--- config.mk ---
export PLATFORM = sky130hd
export DESIGN_NAME = fetch_pc_unit
export DESIGN_NICKNAME = d
export VERILOG_FILES = /design/src/rtl/fetch_pc_unit.sv
export SDC_FILE = /design/constraint.sdc
export NUM_CORES = 1
export LEC_CHECK = 0
export BUFFER_PORTS_ARGS = -buffer_cell sky130_fd_sc_hd__buf_2
export CORE_MARGIN = 2
export CORE_UTILIZATION = 40
export DETAILED_ROUTE_END_ITERATION = 12
export PLACE_DENSITY_LB_ADDON = 0.15
export SLEW_MARGIN = 20
export SYNTH_ARGS = -nofsm -noshare
export SYNTH_HDL_FRONTEND = slang
export SYNTH_SLANG_ARGS = --single-unit
--- constraint.sdc ---
create_clock -name clk -period 1.8 [get_ports clk]
set_clock_uncertainty 0.05 [all_clocks]
set_input_delay 0.18 -clock clk [delete_from_list [all_inputs] [get_ports clk]]
set_output_delay 0.18 -clock clk [all_outputs]
set_load 0.02 [all_outputs]
--- src/rtl/fetch_pc_unit.sv ---
// fetch_pc_unit
//
// Program-counter and fetch-sequencing stage feeding the single-cycle datapath.
// It holds the PC, applies ALU branch redirects, runs the start/done handshake
// and keeps saturating cycle and instruction counters.
//
// Ports:
//   clk              rising-edge clock
//   reset            asynchronous active-high reset
//   start_i          one-cycle pulse: (re)start execution at start_addr_i
//   start_addr_i     program entry address, sampled when start_i=1
//   stall_i          hold the PC this cycle
//   branch_taken_i   branch-taken flag for the instruction at pc_o
//   branch_target_i  branch target used when taken
//   halt_i           instruction at pc_o is the halt instruction
//   pc_o             registered PC / instruction-memory address
//   fetch_valid_o    1 while running
//   busy_o           1 while running
//   done_o           1 after halt, held until the next start_i
//   start_addr_o     latched entry address
//   cycle_cnt_o      cycles spent running, stalls included (saturating)
//   instr_cnt_o      instructions retired (saturating)
module fetch_pc_unit #(
  parameter int unsigned CNT_W = 16
) (
  input  logic             clk,
  input  logic             reset,
  input  logic             start_i,
  input  logic [7:0]       start_addr_i,
  input  logic             stall_i,
  input  logic             branch_taken_i,
  input  logic [7:0]       branch_target_i,
  input  logic             halt_i,
  output logic [7:0]       pc_o,
  output logic             fetch_valid_o,
  output logic             busy_o,
  output logic             done_o,
  output logic [7:0]       start_addr_o,
  output logic [CNT_W-1:0] cycle_cnt_o,
  output logic [CNT_W-1:0] instr_cnt_o
);

  typedef enum logic [1:0] {
    StIdle,
    StRun,
    StDone
  } state_e;

  localparam logic [CNT_W-1:0] CntMax = '1;
  localparam logic [CNT_W-1:0] CntOne = {{(CNT_W-1){1'b0}}, 1'b1};

  state_e           r_state;
  logic [7:0]       r_pc;
  logic [7:0]       r_start_addr;
  logic [CNT_W-1:0] r_cycle_cnt;
  logic [CNT_W-1:0] r_instr_cnt;

  // An instruction retires on every running cycle that is not stalled,
  // including the halt instruction itself.
  logic w_retire;
  assign w_retire = (r_state == StRun) && !stall_i;

  always_ff @(posedge clk or posedge reset) begin
    if (reset) begin
      r_state      <= StIdle;
      r_pc         <= 8'h00;
      r_start_addr <= 8'h00;
      r_cycle_cnt  <= '0;
      r_instr_cnt  <= '0;
    end else if (start_i) begin
      // Start wins over stall, halt and branch, in every state.
      r_state      <= StRun;
      r_pc         <= start_addr_i;
      r_start_addr <= start_addr_i;
      r_cycle_cnt  <= '0;
      r_instr_cnt  <= '0;
    end else if (r_state == StRun) begin
      if (r_cycle_cnt != CntMax) begin
        r_cycle_cnt <= r_cycle_cnt + CntOne;
      end
      if (w_retire) begin
        if (r_instr_cnt != CntMax) begin
          r_instr_cnt <= r_instr_cnt + CntOne;
        end
        if (halt_i) begin
          // PC keeps pointing at the halt instruction.
          r_state <= StDone;
        end else if (branch_taken_i) begin
          r_pc <= branch_target_i;
        end else begin
          r_pc <= r_pc + 8'd1; // wraps 0xFF -> 0x00
        end
      end
    end
  end

  assign pc_o          = r_pc;
  assign start_addr_o  = r_start_addr;
  assign cycle_cnt_o   = r_cycle_cnt;
  assign instr_cnt_o   = r_instr_cnt;
  assign fetch_valid_o = (r_state == StRun);
  assign busy_o        = (r_state == StRun);
  assign done_o        = (r_state == StDone);

endmodule

# After elaboration in Yosys (flattened, before gate mapping)
# Index checks and enable logic that the tools add are counted.
# word_totals
ramBits	0
reg_bits	50
inputBits	22
elab_cells	40
rom_bits	0
latchBits	0
mem_count	0
out_inout_bits	51
# op_classes
addsub	3
order_cmp	0
eq_ne	5
n_mul	0
shifts	0
n_bitwise	0
div_mod_pow	0
n_reduce_logical	11
mux	16
# ops
operator	n
two-way mux 16 bit	7
two-way mux 8 bit	5
adder 16 x 1 -> 16 bit, second input constant	2
inequality test 16 bit, second input constant	2
nonzero test 2 bit	5
AND reduction 3 bit	3
adder 8 x 1 -> 8 bit, second input constant	1
two-way mux 2 bit	4
== test 2 x 1 -> 1 bit, second input constant	1
== test 2 bit, second input constant	1
inequality test 2 bit, second input constant	1
AND reduction 2 bit	1
logical AND 1 bit	1
zero test 1 bit	1

# Logic depth before layout (Yosys ltp)
# logic_depth
ltp_word	6
depth_mapped	7
mapped_depth_nobuf	6

# Least setup slack after synthesis
# No wires, ideal clock.
# synth_timing
path_kind	reg2reg
startpoint	reg r_cycle_cnt[0] (netlist: cycle_cnt_o[0])
endpoint	reg r_cycle_cnt[0] (netlist: cycle_cnt_o[0])
synth_period_minus_slack_ns	2.156
arrival_time_ns	1.981
stages_incl_launch_ff	7
setup_time_ns	0.125
t_required_ns	1.625
slack_ns	-0.356
n_path_buf	1
path_cell_list	dfrtp_1 > ha_1 > nand2_1 > nor4_4 > a21o_1 > buf_2 > mux2_2
# synth_between
elab_chain_cells	4
elab_cells_between_ends	7
cone_classes	add/sub (1); eq/ne (1); mux (3); reduce/logical (2)
# synth_lines
element	line	text
from (decl)	55	logic [CNT_W-1:0] r_cycle_cnt;
from (signal assigned)	79	r_cycle_cnt <= r_cycle_cnt + CntOne;
adder 16 x 1 -> 16 bit	79	
two-way mux 16 bit	78	if (r_cycle_cnt != CntMax) begin
two-way mux 16 bit	77	end else if (r_state == StRun) begin
two-way mux 16 bit	70	end else if (start_i) begin
# Parallel ways exist; a longest one is shown, timed or not. The select of a mux whose other input is x is not followed.
# A chain may end at the register's enable or synchronous reset.

# Worst setup path after layout
# layout_timing
startpoint	reg r_state[0]
endpoint	reg r_instr_cnt[11] (netlist: instr_cnt_o[11])
# layout_between
elab_chain_cells	4
elab_cells_between_ends	5
cone_classes	eq/ne (1); reduce/logical (4)
# layout_lines
element	line	text
from (decl)	52	state_e r_state;
from (signal assigned)	65	r_state <= StIdle;
from (signal assigned)	72	r_state <= StRun;
from (signal assigned)	87	r_state <= StDone;
== test 2 x 1 -> 1 bit *	61, 77	
logical AND 1 bit	61	assign w_retire = (r_state == StRun) && !stall_i;
nonzero test 2 bit (no source line)	--	
AND reduction 3 bit (no source line) *	--	
to (signal assigned)	83	r_instr_cnt <= r_instr_cnt + CntOne;
to (decl)	56	logic [CNT_W-1:0] r_instr_cnt;
# Every way passes the cells marked *; elsewhere a longest branch is shown, timed or not.

==> results.txt <==
Worst Reg-to-Reg Cells: 6
Hold path depth: 3
Worst-path clk slew: 0.09 ns
Slew Limit Headroom: 61.7%
Yosys cell types: 50
Full die area: 7550 um2
Reg2reg start: r_state[0]
Cells after Synth: 288
Ys Warns: 0
Initial Util: 40.9%
Compound-Gate Fraction of Synth Area: 15.3%
Cts bufs inserted: 5
Nets@finish: 426
Fmax: 565 MHz
Vias: 2518
GRT met2 Usage: 29.8%
Die Ht: 86.9 um
Capturing point of the worst reg2reg path: instr_cnt_o[11]
Fin crit period: 1.77 ns
FF-to-FF setup slack: 0.03 ns
Hold Path Class: in -> reg
Clock Tree Buf Depth: 2
Max rail drop VDD: 382 uV
Core Box Area: 6720 um2
Yosys reg bits: 50
XOR/XNOR share of the synthesized area: 6.69%
Largest family of logic cells by synthesized area: simple AND/OR/NAND/NOR gates
Post-synthesis mux area share: 4.41%
Initial antenna violation count: 0
Hold path endpoint: start_addr_o[0]
Synthesis-to-layout area growth: 37.6%
Final WS setup: 0.0316 ns
CTS root buffer: clkbuf_8
Static Leakage: 1.71 nW
Status: finished, final reports clean
Post-DRT Antenna Nets: 0
Max-cap violations: 0
Simple-gate share of the synthesized area: 23.4%
Tcrit/Tclk final: 98.2%
CTS Sinks: 50
Crit-path max FO: 5
Hold_sp: start_addr_i[0]
Fin. Hold Viols: 0
M3 GR Usage: 4.45%
Worst-Skew Late Latency: 0.30 ns
Final setup vio count: 0
Setup CP Type: reg -> reg
Post-synth ARST share: 100%
Met1 usage: 24.5%
Syn nets: 313
Routability cong.: 0.857
Design Area, Final: 3780 um2
Post-place setup slack: -0.0284 ns
IO Port Bufs: 72
Die Wd: 86.9 um
Adder-Cell Fraction of Synth Area: 1.36%
Synth Flop Type: dfrtp_1
Pwr Density: 667 nW/um2
Vias in the first global route: 2303
Overflow after GRT: 0
Pwr Total: 0.00252 W
TritonRoute pass-1 iters: 4
1st-iter DRT viols: 100
Io pins: 73
Cell Area, Placed: 3560 um2
Gr busiest metal: met2
Crit path DAT: 1.94 ns
Largest net degree at the start of global routing: 51
Fin. max-slew vios: 0
Fill count: 643
Total wire length: 6930 um
Residual DRC: 0
Layout cells sized above 1: 45.8%
Least-Margin Pin Slew: 0.573 ns
CP endpoint kind: register
Site Rows: 30
DP HPWL: 5100 um
First-pass GRT wire length: 11000 um
H-tree depth: 2
CTS tree: done
GRT Util Overall: 18.3%
RSZ-0062 raised after global routing: true
Antenna cell count: 0
Via-to-Cell Ratio: 5.22
Per-cell routed wire length: 14.4 um
EDFF count, synth: 0
Fin util: 56.3%
Sequential fraction of the synthesis area: 45.5%
Mapped cell area: 2750 um2
Critical path data required time: 1.97 ns
Setup TNS: 0 ns
Avg Inst Size Synth: 9.55 um2
Startpoint types: register
flip-flops by register name, summed over array words and instances (netlist names):
name          cells
cycle_cnt_o      16
instr_cnt_o      16
pc_o              8
start_addr_o      8
r_state           2
cell type report:
cell class | count | area, um2 | share of cell area (%)
repair buffers | 120 | 736 | 19.4
flip-flops and latches | 50 | 1270 | 33.7
well taps | 80 | 100 | 2.64
multi-input cells | 216 | 1530 | 40.5
inverters | 8 | 30.0 | 0.793
clock buffers | 8 | 110 | 2.91
metrics by stage:
stage | instances | hold slack, ns
global placement | 470 | 0.198
finish | 482 | 0.0666
floorplan | 288 | 0.264
CTS | 479 | 0.0630
global route | 482 | 0.0723
detailed placement | 470 | 0.198
where the power goes:
group	internal, W	switching, W	total, W
registers	0.00119	0.0000688	0.00126
clock network	0.000389	0.000364	0.000753
logic	0.000214	0.000298	0.000512
total	0.00179	0.000731	0.00252
routing by layer:
metal,wire [um],up-vias
met1,3150,1192
met5,0,-
met4,68,0
met2,3400,55
li1,-,1265
met3,308,6
cells in the final DEF (no fill, tap or decap), drive strengths merged, types with 2 or more instances in the layout:
| cell type | count |
|---|---|
| nor3b | 4 |
| clkbuf | 8 |
| and4 | 2 |
| nor2 | 34 |
| dfrtp | 50 |
| and3 | 8 |
| a221o | 2 |
| inv | 8 |
| nand4 | 5 |
| o21a | 3 |
| nor4b | 2 |
| xor2 | 3 |
| nor3 | 7 |
| a21o | 3 |
| o31ai | 6 |
| nor2b | 5 |
| o21ai | 15 |
| a211oi | 5 |
| xnor2 | 18 |
| or3 | 2 |
| nand3 | 16 |
| o211ai | 2 |
| o311ai | 2 |
| nor4 | 4 |
| ha | 3 |
| a22oi | 2 |
| mux2 | 9 |
| or4 | 3 |
| nand2b | 2 |
| or2 | 2 |
| mux2i | 2 |
| a21oi | 19 |
| a2111oi | 3 |
| nand2 | 17 |
| buf | 119 |
worst max-delay path: stages (launching register included):
cell      delay (ns)
dfrtp_1         0.39
nor3b_2         0.17
buf_4           0.15
o211ai_1        0.49
buf_4           0.21
nor3_1          0.04
nor3_1          0.19
cell usage after synthesis (3+ instances only):
| master | n | area share (%) |
|---|---|---|
| ha_1 | 3 | 1.4 |
| or4_1 | 3 | 0.82 |
| nand3_1 | 16 | 2.9 |
| mux2_2 | 9 | 3.7 |
| nor3_1 | 7 | 1.3 |
| nor2_1 | 34 | 4.6 |
| a2111oi_0 | 3 | 0.96 |
| clkbuf_1 | 7 | 0.96 |
| o21a_1 | 3 | 0.82 |
| buf_2 | 4 | 0.73 |
| dfrtp_1 | 50 | 45 |
| a211oi_1 | 4 | 1.1 |
| xor2_1 | 3 | 0.96 |
| nor2b_1 | 5 | 1.1 |
| nand4_1 | 4 | 0.91 |
| o21ai_0 | 15 | 2.7 |
| a21oi_1 | 19 | 3.5 |
| o31ai_1 | 6 | 1.6 |
| inv_1 | 8 | 1.1 |
| xnor2_1 | 18 | 5.7 |
| and3_1 | 8 | 1.8 |
| a21o_1 | 3 | 0.82 |
| nand2_1 | 17 | 2.3 |
worst max-delay path by stage:
stage / startpoint / end / slack, ns
3_3_place_gp: cycle_cnt_o[0] / cycle_cnt_o[8] / 0.004
5_1_grt: r_state[0] / instr_cnt_o[11] / -0.07
6_report: r_state[0] / instr_cnt_o[11] / 0.03
3_5_place_dp: cycle_cnt_o[1] / cycle_cnt_o[15] / -0.03
2_1_floorplan: cycle_cnt_o[0] / cycle_cnt_o[15] / -0.05
4_1_cts: cycle_cnt_o[1] / cycle_cnt_o[15] / 0.02
repair_timing:
action,in CTS,in global routing
setup endpoints to repair,3,19
hold endpoints to repair,50,0
hold buffers,1,0
gates resized for setup,4,18
pin swaps,1,5
setup buffers,0,3
cells by family (layout without fill, tap and decap cells):
kind of cell / Yosys count / count (layout)
AND/OR/NAND/NOR: 116 / 116
adder cells (fa/ha/maj): 3 / 3
AO/OA/AOI/OAI: 65 / 65
buffers and inverters: 22 / 136
multiplexers: 11 / 11
XOR/XNOR: 21 / 21
flip-flops: 50 / 50
Note: power is estimated with default switching activity, not from simulation.
